**src/rtl/tiny_rv_wb_timer_if.sv**
```systemverilog
// Pipelined Wishbone bundle between the core bus and the machine timer.
// Signal names are seen from the timer (slave) side.
interface tiny_rv_wb_timer_if;
    logic        i_wb_cyc;
    logic        i_wb_stb;
    logic        i_wb_we;
    logic [29:0] i_wb_addr;
    logic [31:0] i_wb_data;
    logic [3:0]  i_wb_sel;
    logic        o_wb_ack;
    logic        o_wb_stall;
    logic        o_wb_err;
    logic [31:0] o_wb_data;

    modport slave (
        input  i_wb_cyc, i_wb_stb, i_wb_we, i_wb_addr, i_wb_data, i_wb_sel,
        output o_wb_ack, o_wb_stall, o_wb_err, o_wb_data
    );

    modport master (
        output i_wb_cyc, i_wb_stb, i_wb_we, i_wb_addr, i_wb_data, i_wb_sel,
        input  o_wb_ack, o_wb_stall, o_wb_err, o_wb_data
    );
endinterface

```
**src/rtl/tiny_rv_wb_timer.sv**
```systemverilog
// RISC-V machine timer (mtime/mtimecmp) with prescaler, as a never-stalling
// pipelined Wishbone responder; one ack or err per accepted transfer.
module tiny_rv_wb_timer #(
    parameter int unsigned PRESCALE_W   = 16,
    parameter bit          RESET_ENABLE = 1'b1
) (
    input  logic              i_clk,
    input  logic              i_reset,
    tiny_rv_wb_timer_if.slave wb,
    output logic              o_irq
);
    localparam int unsigned DW = 32;
    localparam int unsigned TW = 64;

    typedef enum logic [2:0] {
        OFF_MTIME_LO    = 3'd0,
        OFF_MTIME_HI    = 3'd1,
        OFF_MTIMECMP_LO = 3'd2,
        OFF_MTIMECMP_HI = 3'd3,
        OFF_CTRL        = 3'd4,
        OFF_PRESCALE    = 3'd5,
        OFF_RSV6        = 3'd6,
        OFF_RSV7        = 3'd7
    } reg_off_e;

    logic [TW-1:0]         mtime_q, mtime_d;
    logic [TW-1:0]         mtimecmp_q, mtimecmp_d;
    logic                  enable_q, enable_d;
    logic [PRESCALE_W-1:0] prescale_q, prescale_d;
    logic [PRESCALE_W-1:0] pcnt_q, pcnt_d;
    logic [DW-1:0]         shadow_q, shadow_d;
    logic [DW-1:0]         rdata_q, rdata_d;
    logic                  ack_q, ack_d;
    logic                  err_q, err_d;
    logic                  irq_q, irq_d;

    logic     accept;
    logic     mapped;
    logic     wr;
    logic     tick;
    reg_off_e off;
    logic     unused_addr;

    // Byte-lane merge of write data into an existing 32-bit word.
    function automatic logic [DW-1:0] merge_bytes(input logic [DW-1:0] old_v,
                                                  input logic [DW-1:0] new_v,
                                                  input logic [3:0]    sel);
        logic [DW-1:0] res;
        res = old_v;
        for (int b = 0; b < 4; b++) begin
            if (sel[b]) res[8*b +: 8] = new_v[8*b +: 8];
        end
        return res;
    endfunction

    assign unused_addr = ^wb.i_wb_addr[29:3];

    always_comb begin
        mtime_d    = mtime_q;
        mtimecmp_d = mtimecmp_q;
        enable_d   = enable_q;
        prescale_d = prescale_q;
        pcnt_d     = pcnt_q;
        shadow_d   = shadow_q;
        rdata_d    = rdata_q;

        accept = wb.i_wb_cyc & wb.i_wb_stb;
        off    = reg_off_e'(wb.i_wb_addr[2:0]);
        mapped = (off != OFF_RSV6) && (off != OFF_RSV7);
        wr     = accept & wb.i_wb_we & mapped;
        tick   = enable_q && (pcnt_q == prescale_q);

        if (enable_q) begin
            pcnt_d = tick ? '0 : pcnt_q + PRESCALE_W'(1);
            if (tick) mtime_d = mtime_q + TW'(1);
        end

        // Writes are merged into the pre-edge value, so a same-cycle tick is dropped.
        if (wr) begin
            case (off)
                OFF_MTIME_LO:    mtime_d = {mtime_q[63:32],
                                            merge_bytes(mtime_q[31:0], wb.i_wb_data, wb.i_wb_sel)};
                OFF_MTIME_HI:    mtime_d = {merge_bytes(mtime_q[63:32], wb.i_wb_data, wb.i_wb_sel),
                                            mtime_q[31:0]};
                OFF_MTIMECMP_LO: mtimecmp_d = {mtimecmp_q[63:32],
                                               merge_bytes(mtimecmp_q[31:0], wb.i_wb_data, wb.i_wb_sel)};
                OFF_MTIMECMP_HI: mtimecmp_d = {merge_bytes(mtimecmp_q[63:32], wb.i_wb_data, wb.i_wb_sel),
                                               mtimecmp_q[31:0]};
                OFF_CTRL: begin
                    if (wb.i_wb_sel[0]) enable_d = wb.i_wb_data[0];
                end
                OFF_PRESCALE: begin
                    prescale_d = PRESCALE_W'(merge_bytes(DW'(prescale_q), wb.i_wb_data, wb.i_wb_sel));
                    pcnt_d     = '0;
                end
                default: ;
            endcase
        end

        // LO read snapshots HI so a following HI read pairs with it atomically.
        if (accept && !wb.i_wb_we) begin
            case (off)
                OFF_MTIME_LO: begin
                    rdata_d  = mtime_q[31:0];
                    shadow_d = mtime_q[63:32];
                end
                OFF_MTIME_HI:    rdata_d = shadow_q;
                OFF_MTIMECMP_LO: rdata_d = mtimecmp_q[31:0];
                OFF_MTIMECMP_HI: rdata_d = mtimecmp_q[63:32];
                OFF_CTRL:        rdata_d = DW'(enable_q);
                OFF_PRESCALE:    rdata_d = DW'(prescale_q);
                default:         rdata_d = '0;
            endcase
        end

        ack_d = accept & mapped;
        err_d = accept & ~mapped;
        irq_d = (mtime_q >= mtimecmp_q);
    end

    always_ff @(posedge i_clk or posedge i_reset) begin
        if (i_reset) begin
            mtime_q    <= '0;
            mtimecmp_q <= '1;
            enable_q   <= RESET_ENABLE;
            prescale_q <= '0;
            pcnt_q     <= '0;
            shadow_q   <= '0;
            rdata_q    <= '0;
            ack_q      <= 1'b0;
            err_q      <= 1'b0;
            irq_q      <= 1'b0;
        end else begin
            mtime_q    <= mtime_d;
            mtimecmp_q <= mtimecmp_d;
            enable_q   <= enable_d;
            prescale_q <= prescale_d;
            pcnt_q     <= pcnt_d;
            shadow_q   <= shadow_d;
            rdata_q    <= rdata_d;
            ack_q      <= ack_d;
            err_q      <= err_d;
            irq_q      <= irq_d;
        end
    end

    // Responses are suppressed when the master has abandoned the cycle.
    assign wb.o_wb_ack   = ack_q & wb.i_wb_cyc;
    assign wb.o_wb_err   = err_q & wb.i_wb_cyc;
    assign wb.o_wb_stall = 1'b0;
    assign wb.o_wb_data  = rdata_q;
    assign o_irq         = irq_q;
endmodule

```
**src/flat_wrapper.sv**
```systemverilog
// flat-port wrapper written by rule: the top's interface ports become plain ports
module tiny_rv_wb_timer_flat 
#(
    parameter int unsigned PRESCALE_W   = 16,
    parameter bit          RESET_ENABLE = 1'b1
)
  (i_clk, i_reset, o_irq, wb_i_wb_cyc, wb_i_wb_stb, wb_i_wb_we, wb_i_wb_addr, wb_i_wb_data, wb_i_wb_sel, wb_o_wb_ack, wb_o_wb_stall, wb_o_wb_err, wb_o_wb_data);
  tiny_rv_wb_timer_if wb_i ();
  input  logic i_clk;
  input  logic i_reset;
  output logic o_irq;
  input wire logic [$bits(wb_i.i_wb_cyc)-1:0] wb_i_wb_cyc;
  input wire logic [$bits(wb_i.i_wb_stb)-1:0] wb_i_wb_stb;
  input wire logic [$bits(wb_i.i_wb_we)-1:0] wb_i_wb_we;
  input wire logic [$bits(wb_i.i_wb_addr)-1:0] wb_i_wb_addr;
  input wire logic [$bits(wb_i.i_wb_data)-1:0] wb_i_wb_data;
  input wire logic [$bits(wb_i.i_wb_sel)-1:0] wb_i_wb_sel;
  output wire logic [$bits(wb_i.o_wb_ack)-1:0] wb_o_wb_ack;
  output wire logic [$bits(wb_i.o_wb_stall)-1:0] wb_o_wb_stall;
  output wire logic [$bits(wb_i.o_wb_err)-1:0] wb_o_wb_err;
  output wire logic [$bits(wb_i.o_wb_data)-1:0] wb_o_wb_data;
  assign wb_i.i_wb_cyc = wb_i_wb_cyc;
  assign wb_i.i_wb_stb = wb_i_wb_stb;
  assign wb_i.i_wb_we = wb_i_wb_we;
  assign wb_i.i_wb_addr = wb_i_wb_addr;
  assign wb_i.i_wb_data = wb_i_wb_data;
  assign wb_i.i_wb_sel = wb_i_wb_sel;
  assign wb_o_wb_ack = wb_i.o_wb_ack;
  assign wb_o_wb_stall = wb_i.o_wb_stall;
  assign wb_o_wb_err = wb_i.o_wb_err;
  assign wb_o_wb_data = wb_i.o_wb_data;
  tiny_rv_wb_timer #(.PRESCALE_W(PRESCALE_W), .RESET_ENABLE(RESET_ENABLE)) u_core (.i_clk(i_clk), .i_reset(i_reset), .wb(wb_i), .o_irq(o_irq));
endmodule
```
**config.mk**
```make
export PLATFORM = sky130hd
export DESIGN_NAME = tiny_rv_wb_timer_flat
export DESIGN_NICKNAME = d
export VERILOG_FILES = /design/src/rtl/tiny_rv_wb_timer_if.sv /design/src/rtl/tiny_rv_wb_timer.sv /design/src/flat_wrapper.sv
export SDC_FILE = /design/constraint.sdc
export NUM_CORES = 1
export LEC_CHECK = 0
export ABC_AREA = 1
export ABC_CLOCK_PERIOD_IN_PS = 8400
export BUFFER_PORTS_ARGS = -buffer_cell sky130_fd_sc_hd__buf_2
export CAP_MARGIN = 10
export CORE_ASPECT_RATIO = 1.4
export CORE_MARGIN = 10
export CORE_UTILIZATION = 40
export CTS_BUF_LIST = sky130_fd_sc_hd__clkbuf_8
export DETAILED_ROUTE_END_ITERATION = 10
export GPL_TIMING_DRIVEN = 0
export PLACE_DENSITY = 0.65
export SKIP_LAST_GASP = 1
export SYNTH_ARGS = -nofsm -noshare
export SYNTH_HDL_FRONTEND = slang
export SYNTH_SLANG_ARGS = --single-unit
```
**constraint.sdc**
```tcl
create_clock -name i_clk -period 8.4 [get_ports i_clk]
set_input_delay 0 -clock i_clk [delete_from_list [all_inputs] [get_ports i_clk]]
set_output_delay 0 -clock i_clk [all_outputs]
set_load 0.01 [all_outputs]
```
==> metrics.yaml <==
routed-via-count: 15000
core_area_mm2: 0.0365
synth-edff-count: 0
syn_to_final_growth_pct: 15.6
drt_pre_antenna_iters: 6
wl_per_cell_um: 23.2
skew_ps: 28.3
ys_seq_area_share_pct: 39.4
drive_gt1_share_pct: 12.6
slew_headroom_pct: 14.7
regArea_mm2: 0.00579
ys_warn_count: 0
synth_fa_ha_area_share_pct: 5.62
switchingPower_mw: 1.53
max-cap-violations: 0
multi_input_area_mm2: 0.00757
final-setup-viol-count: 0
p_seq_share_pct: 43.7
cp_slowest_stage_delay_ps: 740
grt_antenna_before_repair: 0
worstSetupPathType: "input pin to flop"
dpl_cell_area_mm2: 0.0157
grt_overflow: 0
place.gp.congestion: 1.07
path_delay_family: "buffers and inverters"
pwr-share-clk_pct: 26.0
hold_viol_final: 0
start_util_pct: 40.3
cts-buffers-inserted: 39
worstPathMaxFanout: 10
num-nets-final: 2361
synth_top_area_cell: "dfrtp_1"
die_h_um: 247
total_power_mw: 3.77
ys_ff_latch: 228
grt_max_degree: 121
die_w_um: 182
n_fill_cell: 3782
dpl.hpwl_mm: 49.5
timing.hold.ws_ps: 33.8
clockBufferDepth: 3
drt-total-wl_mm: 63.2
powerDensity_mw_per_mm2: 222
hold_start: "wb_i_wb_addr[0]"
gr-usage-all-layers_pct: 27.7
irDropWorstVdd_v: 0.000142
power_frac_comb_pct: 30.3
grt_pass1_wl_mm: 93.6
rsz0062_at_grt: "no"
synth-simple-area-share_pct: 29.0
yosysUniqueCellTypes: 50
max_freq_mhz: 338
viasPerCell: 5.51
syn_area_mm2: 0.0147
status: "finished clean"
drt_iter0_markers: 1193
die_area_mm2: 0.0449
synth-compound-area-share_pct: 14.4
final_common_cell: "nand2_1"
ys.flop_type: "dfrtp_1"
switching_share_pct: 40.7
final_cell_mix: "nand2_1, inv_1, nor2_1"
ant_nets: 0
synthCells: 2048
finalCriticalPeriod_ps: 2960
fin_crit_sh_pct: 35.3
hold_path_class: "input pin to flop"
cts_tree: "built"
worst_pin_slew_ps: 1270
synth_mux_area_share_pct: 0
critPathBufInv: 7
cts-htree-levels: 2
path_clk_slew_ps: 60
post_cts_buffers: 0
startpoint_type: "input pin"
grt_pass1_vias: 15000
cp_data_required_time_ps: 8890
worstPathCellList: "dlygate4sd3_1 -> buf_2 -> inv_2 -> nor3_4 -> inv_2 -> buf_2 -> buf_1 -> nand3_1 -> dlygate4sd3_1 -> o21ai_0"
crit_start: "wb_i_wb_addr[1]"
yosysTopAreaCellShare_pct: 27.7
port_buffers: 78
num_rows: 83
endpoint_kind: "flop"
ioPinCount: 107
async_flop_share_pct: 100
slew_violations: 0
synth_top_family_by_area: "simple AND/OR/NAND/NOR gates"
p_leak_nw: 8.11
syn_area_per_cell_um2: 7.18
cts_root_buf: "clkbuf_8"
cts_sinks: 228
insertion_delay_ps: 590
cp.arrival_ps: 3450
synth_xor_area_share_pct: 2.44
crit_slowest_cell: "nor3_4"
postLayoutCellArea_mm2: 0.0170
drcViolationCount: 0
intPower_mw: 2.23
synth_fp_nets: 2185
r2r_start: "u_core.mtime_q[35]"
synth_area_leaders: "dfrtp_1, nand2_1, dfstp_2"
## synthesized netlist by cell type, drive strengths merged, types with 29 or more instances
cell type  count
nor2         215
nand4         29
a21oi         76
nand2        579
o21ai        214
dfrtp        163
nor3          57
ha            66
inv          270
xor2          38
buf           43
dfstp         65
nand3        107
## logic make-up after synthesis
kind of cell,after synthesis
DFF,228
AOI/OAI and AO/OA,375
other,1
adders and majority gates,66
buffers and inverters,337
and+or+nand+nor,1000
xor gates and xnor gates,41
## power by group through the flow
stage	Sequential (mW)	Clock [mW]	Combinational (mW)
6_report	1.65	0.979	1.14
3_3_place_gp	1.64	0	1.08
5_1_grt	1.67	1.03	1.29
4_1_cts	1.63	0.991	1.13
3_5_place_dp	1.65	0	1.11
2_1_floorplan	1.54	0	0.752
## registers in the layout, indices dropped and copies added, names as in the netlist
name,cells
u_core.prescale_q,16
u_core.mtimecmp_q,64
u_core.o_irq,1
u_core.mtime_q,64
u_core.enable_q,1
u_core.pcnt_q,16
u_core.ack_q,1
u_core.err_q,1
u_core.wb.o_wb_data,32
u_core.shadow_q,32
## area by class of cell
cell class	instances	share of cell area [%]
diodes	1	0.0147
plain buffers	66	1.92
clock buffers	45	3.64
clock inverters	25	0.596
inverters	271	6.03
multi-input cells	1483	44.6
flip-flops and latches	228	34.0
well taps	467	3.44
repair buffers	135	5.76
## timing repair
| action | CTS | global route |
|---|---|---|
| hold buffers | 56 | 0 |
| endpoints found under the hold margin | 226 | 0 |
| resized for setup | 0 | 0 |
## path summary, 6_finish.rpt
path / endpoint / slack [ps] / cells past startpoint
setup / recovery: u_core.mtimecmp_q[28] / 5440 / 10
hold / removal: u_core.wb.o_wb_data[2] / 30 / 6
min in group asynchronous: u_core.wb.o_wb_data[18] / 160 / 3
setup reg to reg: u_core.mtime_q[55] / 5620 / 8
hold reg to reg: u_core.wb.o_wb_data[30] / 470 / 2
max in group asynchronous: u_core.mtime_q[47] / 7120 / 4
## stage by stage
step / setup WS, ps / setup TNS [ps] / cells / utilization [%]
final: 5440 / 0 / 2721 / 46.6
after global routing: 5450 / 0 / 2720 / 46.6
after CTS: 5590 / 0 / 2720 / 46.6
after detailed placement: 5530 / 0 / 2594 / 43.1
after global placement: -444 / -64750 / 2593 / 43.0
after floorplan: 2260 / 0 / 2048 / -
## metal layers
metal / global-route usage, % / vias up / share of wire, %
li1: - / 7059 / -
met4: 24.9 / 0 / 10
met5: 0 / - / 0
met3: 4.61 / 264 / 5.5
met2: 48.1 / 615 / 49
met1: 28.2 / 7043 / 35
## worst min-delay path, delay by kind of cell
kind | cells | cell delay, ps
AOI/OAI and AO/OA | 1 | 130
buffers and inverters | 2 | 250
and+or+nand+nor | 3 | 200
Note: power is estimated with default switching activity, not from simulation.
